### src/rtl/sa_uart_pkg.sv
// Shared definitions for the systolic-array UART loaders: readback state encoding,
// command bytes, frame lengths and the frame byte selector.
package sa_uart_pkg;

   typedef enum logic {
      IDLE = 1'b0,
      SEND = 1'b1
   } rd_state_t;

   localparam logic [7:0] DATA_WRITE_ADDR = 8'h02;
   localparam logic [7:0] DATA_READ_ADDR  = 8'h82;

   localparam int unsigned FRAME_LEN_NOHDR = 4;
   localparam int unsigned FRAME_LEN_HDR   = 5;

   // With a header, index 0 carries the command echo and the data words shift up by one.
   function automatic logic [7:0] frame_byte(input logic hdr, input logic [2:0] idx,
                                             input logic [3:0][7:0] words);
      logic [2:0] widx;
      frame_byte = '0;
      if (hdr && idx == 3'd0) begin
         frame_byte = DATA_READ_ADDR;
      end else begin
         widx = hdr ? 3'(idx - 3'd1) : idx;
         if (widx < 3'd4) frame_byte = words[widx[1:0]];
      end
   endfunction

endpackage

### src/rtl/data_16x4_readback_if.sv
// Byte stream from the readback responder to the UART transmitter (valid/ready).
interface data_16x4_readback_if;
   logic [7:0] tx_data;
   logic       tx_valid;
   logic       tx_ready;

   modport master (output tx_data, output tx_valid, input tx_ready);
   modport slave  (input tx_data, input tx_valid, output tx_ready);
endinterface

### src/rtl/uart_strobe_edge.sv
// Registered rising-edge detector for the UART RX byte strobe; shared with the write loader.
module uart_strobe_edge (
   input  logic clk,
   input  logic rst_n,
   input  logic strobe,
   output logic rise
);

   logic uart_rw_reg;

   always_ff @(posedge clk or negedge rst_n) begin
      if (!rst_n) uart_rw_reg <= 1'b0;
      else        uart_rw_reg <= strobe;
   end

   assign rise = strobe & ~uart_rw_reg;

endmodule

### src/rtl/data_16x4_readback.sv
// Readback responder: on DATA_READ_ADDR snapshots four data words and streams them to the TX.
// Define READBACK_HEADER_EN to prefix each frame with the command byte (5-byte frame).
module data_16x4_readback
   import sa_uart_pkg::*;
(
   input  logic                        clk,
   input  logic                        rst_n,
   input  logic                        uart_rw,
   input  logic [7:0]                  uart_in,
   input  logic [7:0]                  read_data0,
   input  logic [7:0]                  read_data1,
   input  logic [7:0]                  read_data2,
   input  logic [7:0]                  read_data3,
   data_16x4_readback_if.master        tx,
   output logic                        rd_busy,
   output logic                        rd_done
);

`ifdef READBACK_HEADER_EN
   localparam logic        HDR       = 1'b1;
   localparam int unsigned FRAME_LEN = FRAME_LEN_HDR;
`else
   localparam logic        HDR       = 1'b0;
   localparam int unsigned FRAME_LEN = FRAME_LEN_NOHDR;
`endif
   localparam logic [2:0] LAST_IDX = 3'(FRAME_LEN - 1);

   rd_state_t       state, state_next;
   logic [2:0]      byte_idx, idx_next;
   logic [3:0][7:0] snap;
   logic            capture;
   logic            accept;
   logic            rx_en;
   logic            valid_next;
   logic [7:0]      data_next;
   logic            done_next;
   logic [3:0][7:0] src_words;

   uart_strobe_edge u_strobe_edge (
      .clk    (clk),
      .rst_n  (rst_n),
      .strobe (uart_rw),
      .rise   (rx_en)
   );

   assign accept  = tx.tx_valid & tx.tx_ready;
   assign rd_busy = (state == SEND);

   always_ff @(posedge clk or negedge rst_n) begin
      if (!rst_n) begin
         state       <= IDLE;
         byte_idx    <= '0;
         snap        <= '0;
         tx.tx_valid <= 1'b0;
         tx.tx_data  <= '0;
         rd_done     <= 1'b0;
      end else begin
         state       <= state_next;
         byte_idx    <= idx_next;
         if (capture) snap <= {read_data3, read_data2, read_data1, read_data0};
         tx.tx_valid <= valid_next;
         tx.tx_data  <= data_next;
         rd_done     <= done_next;
      end
   end

   always_comb begin
      state_next = state;
      idx_next   = byte_idx;
      capture    = 1'b0;
      unique case (state)
         IDLE: begin
            if (rx_en && uart_in == DATA_READ_ADDR) begin
               state_next = SEND;
               idx_next   = '0;
               capture    = 1'b1;
            end
         end
         SEND: begin
            if (accept) begin
               if (byte_idx == LAST_IDX) begin
                  state_next = IDLE;
                  idx_next   = '0;
               end else begin
                  idx_next = 3'(byte_idx + 3'd1);
               end
            end
         end
         default: state_next = IDLE;
      endcase
   end

   // Outputs are registered from next-cycle values, so the first byte comes straight
   // from the live inputs on the capture edge rather than from the snapshot.
   always_comb begin
      src_words  = capture ? {read_data3, read_data2, read_data1, read_data0} : snap;
      valid_next = (state_next == SEND);
      data_next  = valid_next ? frame_byte(HDR, idx_next, src_words) : '0;
      done_next  = (state == SEND) && accept && (byte_idx == LAST_IDX);
   end

endmodule
### src/flat_wrapper.sv
// flat-port wrapper written by rule: the top's interface ports become plain ports
module data_16x4_readback_flat import sa_uart_pkg::*;
  (clk, rst_n, uart_rw, uart_in, read_data0, read_data1, read_data2, read_data3, rd_busy, rd_done, tx_tx_data, tx_tx_valid, tx_tx_ready);
  data_16x4_readback_if tx_i ();
  input  logic clk;
  input  logic rst_n;
  input  logic uart_rw;
  input  logic [7:0] uart_in;
  input  logic [7:0] read_data0;
  input  logic [7:0] read_data1;
  input  logic [7:0] read_data2;
  input  logic [7:0] read_data3;
  output logic rd_busy;
  output logic rd_done;
  output wire logic [$bits(tx_i.tx_data)-1:0] tx_tx_data;
  output wire logic [$bits(tx_i.tx_valid)-1:0] tx_tx_valid;
  input wire logic [$bits(tx_i.tx_ready)-1:0] tx_tx_ready;
  assign tx_tx_data = tx_i.tx_data;
  assign tx_tx_valid = tx_i.tx_valid;
  assign tx_i.tx_ready = tx_tx_ready;
  data_16x4_readback u_core (.clk(clk), .rst_n(rst_n), .uart_rw(uart_rw), .uart_in(uart_in), .read_data0(read_data0), .read_data1(read_data1), .read_data2(read_data2), .read_data3(read_data3), .tx(tx_i), .rd_busy(rd_busy), .rd_done(rd_done));
endmodule
### config.mk
export PLATFORM = sky130hd
export DESIGN_NAME = data_16x4_readback_flat
export DESIGN_NICKNAME = d
export VERILOG_FILES = /design/src/rtl/sa_uart_pkg.sv /design/src/rtl/data_16x4_readback_if.sv /design/src/rtl/uart_strobe_edge.sv /design/src/rtl/data_16x4_readback.sv /design/src/flat_wrapper.sv
export SDC_FILE = /design/constraint.sdc
export NUM_CORES = 1
export LEC_CHECK = 0
export CORE_ASPECT_RATIO = 0.6
export CORE_MARGIN = 1.5
export CORE_UTILIZATION = 30
export CTS_CLUSTER_SIZE = 25
export DETAILED_ROUTE_END_ITERATION = 10
export PLACE_DENSITY = 0.59
export SLEW_MARGIN = 30
export SYNTH_ARGS = -nofsm -noshare
export SYNTH_HDL_FRONTEND = slang
export SYNTH_SLANG_ARGS = --single-unit
### constraint.sdc
create_clock -name clk -period 1.95 [get_ports clk]
set_input_delay 0.39 -clock clk [delete_from_list [all_inputs] [get_ports clk]]
set_output_delay 0.39 -clock clk [all_outputs]
set_load 0.02 [all_outputs]
==> impl_metrics.env <==
export IMPL_outcome="completed"
export IMPL_n_antenna_cell=0
export IMPL_dpl_hpwl_mm=3.846
export IMPL_die_height_um=66.83
export IMPL_relSlewSlack_pct=72.01
export IMPL_synth_most_common_cell="nand2_1"
export IMPL_drc=0
export IMPL_r2r_cells=8
export IMPL_p_comb_share_pct=23.3
export IMPL_crit_path_max_incr_delay_ns=0.40
export IMPL_die_x_um=109.4
export IMPL_regArea_um2=1152
export IMPL_fmax_ghz=0.5484
export IMPL_cts_tree="built"
export IMPL_final_area_um2=2949
export IMPL_yosys_warnings=0
export IMPL_wl_mm=5.085
export IMPL_setup_ws_ns=0.1264
export IMPL_seq_power_share_pct=42.0
export IMPL_drt_iter0_markers=71
export IMPL_reg2reg_from="u_core.byte_idx[0]"
export IMPL_placedInstanceArea_um2=2786
export IMPL_start_util_pct=30.78
export IMPL_p_switching_uw=641.0
export IMPL_finalHoldViolCount=0
export IMPL_antenna_found_initial=0
export IMPL_hp_class="in2async"
export IMPL_ys_seq_area_share_pct=56.51
export IMPL_p_int_mw=1.804
export IMPL_crit_type="reg2reg"
export IMPL_io_pins=55
export IMPL_p_clk_share_pct=34.7
export IMPL_drtAntennaViolNets=0
export IMPL_synth_area_um2=2037
export IMPL_drv_cap=0
export IMPL_ys_flop_type="dfrtp_1"
export IMPL_min_period_over_period_pct=93.52
export IMPL_synth_common_cells="99 x nand2_1, 46 x dfrtp_1, 10 x a21oi_1, 10 x nor3_1, 10 x o21ai_1"
export IMPL_grt_pass1_wl_mm=8.473
export IMPL_top_regs="u_core.snap x32, u_core.tx.tx_data x8, u_core.byte_idx x3"
export IMPL_use_met3_pct=4.501
export IMPL_grt_pass1_vias=1761
export IMPL_yosysTopAreaCell="dfrtp_1"
export IMPL_drive_gt1_share_pct=9.932
export IMPL_synth_top_area_share_pct=56.51
export IMPL_cellLeakagePower_nw=1.433
export IMPL_cts_buffer_depth=2
export IMPL_fin_skew_ns=0.004377
export IMPL_rsz0062_at_grt="false"
export IMPL_crit_chain="ha_1, buf_4, xor2_1, nor3_1, o21ai_1, buf_4, o31a_1, o21ai_1"
export IMPL_top_usage_layer="met2"
export IMPL_clk_latency_ns=0.29
export IMPL_num_fill_cells=667
export IMPL_grt_max_degree=22
export IMPL_irDropWorstVdd_mv=0.3351
export IMPL_nets=336
export IMPL_slew_viol_final=0
export IMPL_yosys_register_bits=46
export IMPL_synth_edf_count=0
export IMPL_p_sw_share_pct=26.22
export IMPL_crit_path_start_kind="register"
export IMPL_setup_viol=0
export IMPL_synthCells=223
export IMPL_dr_pass1_iters=4
export IMPL_mappedNetlistNets=268
export IMPL_detail_route_vias_per_cell=4.549
export IMPL_min_period_ns=1.824
export IMPL_setup_worst_path_end_class="register"
export IMPL_multi_input_area_um2=833.3
export IMPL_port_buffer_count=54
export IMPL_use_met2_pct=22.44
export IMPL_htreeDepth=2
export IMPL_cts_sinks=46
export IMPL_gr_total_overflow=0
export IMPL_synth_area_top_cells="dfrtp_1 57%, nand2_1 18%, mux2i_1 3.9%"
export IMPL_core_um2=6619
export IMPL_power_density_nw_per_um2=829.0
export IMPL_path_delay_family="compound AO/OA/AOI/OAI gates"
export IMPL_regToRegEndpoint="u_core.tx.tx_data[0]"
export IMPL_cts_reportedPaths_clkPinSlew_ns=0.06
export IMPL_wl_per_cell_um=13.42
export IMPL_track_usage_pct=15.48
export IMPL_path_max_fanout=8
export IMPL_worst_pin_slew_ns=0.4196
export IMPL_largest_register_ffs=32
export IMPL_cts_buffers=5
export IMPL_cp_arrival_ns=2.04
export IMPL_row_count=23
export IMPL_synth_cell_types=30
export IMPL_utilization_pct=44.56
export IMPL_gp_congestion=0.7845
export IMPL_avgSynthCellArea_um2=9.134
export IMPL_area_growth_pct=44.78
export IMPL_synth_async_reset_ratio_pct=100.0
export IMPL_die_area_um2=7309
export IMPL_dp_slack_ns=-0.1565
export IMPL_worstPathRequired_ns=2.16
export IMPL_crit_slowest_cell="dfrtp_1"
export IMPL_cts_root_buf="clkbuf_16"
export IMPL_rrSetupSlack_ns=0.13
export IMPL_met1_usage_pct=22.22
export IMPL_top_register="u_core.snap"
export IMPL_vias=1724
export IMPL_cp_buffers_inverters=2
repair_timing:
item                                   CTS  global route
hold buffers                             1             0
setup endpoints to repair                0             8
buffers inserted                         0             0
endpoints found under the hold margin    5             0
gates resized for setup                  0             2
through the flow:
step	instances	TNS, ns	power, mW	hold slack (ns)
3_5_place_dp	370	-2.274	1.611	0.2244
6_report	379	0	2.445	0.4613
2_1_floorplan	223	0	1.355	0.09441
3_3_place_gp	370	-1.194	1.604	0.2215
5_1_grt	379	0	2.576	0.4778
4_1_cts	379	0	2.465	0.4645
placed cells by master, fill, tap and decap left out, types with 2 or more instances in the layout:
cell type	instances
a21oi_1	10
buf_12	3
buf_4	13
clkbuf_16	5
clkdlybuf4s50_1	53
dfrtp_1	45
mux2i_1	8
nand2_1	99
nand3_1	2
nor2_1	2
nor3_1	10
nor3b_1	2
o21ai_1	9
o31a_1	8
per-layer routing:
layer / vias to the layer above / wire length [um]
met3: 7 / 312
li1: 872 / -
met1: 798 / 2647
met4: 0 / 56
met5: - / 0
met2: 47 / 2069
area by class of cell:
type	instances	share of cell area, %
sequential	46	39.08
multi-input combinational	166	28.26
timing repair buffer	71	23.84
clock buffer	7	4.837
tap	87	3.691
clock inverter	1	0.1697
inverter	1	0.1273
logic make-up (layout without fill, tap and decap cells):
kind of cell / count (synthesis) / in the layout / share of synthesized area [%]
buffers and inverters: 11 / 80 / 2.763
DFF: 46 / 46 / 56.51
muxes: 8 / 8 / 3.931
AOI/OAI and AO/OA: 29 / 29 / 8.600
adders and majority gates: 1 / 1 / 0.6142
and+or+nand+nor: 127 / 127 / 27.15
xor gates and xnor gates: 1 / 1 / 0.4301
worst max path at each step:
stage	from	endpoint	slack (ns)	depth (start not counted)
floorplan	u_core.byte_idx[0]	u_core.tx.tx_data[0]	0.21	7
global placement	uart_in[1]	u_core.tx.tx_data[2]	-0.09	7
detailed placement	tx_tx_ready	u_core.tx.tx_data[6]	-0.16	7
CTS	u_core.byte_idx[1]	u_core.tx.tx_data[6]	0.06	6
global route	u_core.byte_idx[1]	u_core.tx.tx_data[2]	0.02	8
finish	u_core.byte_idx[0]	u_core.tx.tx_data[0]	0.13	8
power groups by stage:
stage / Combinational [mW] / Sequential [mW] / Clock (mW)
after floorplan: 0.308 / 1.05 / 0
after global placement: 0.560 / 1.04 / 0
after detailed placement: 0.569 / 1.04 / 0
after CTS: 0.572 / 1.03 / 0.865
after global routing: 0.625 / 1.03 / 0.918
final: 0.570 / 1.03 / 0.847
(Power assumes the default switching activity.)
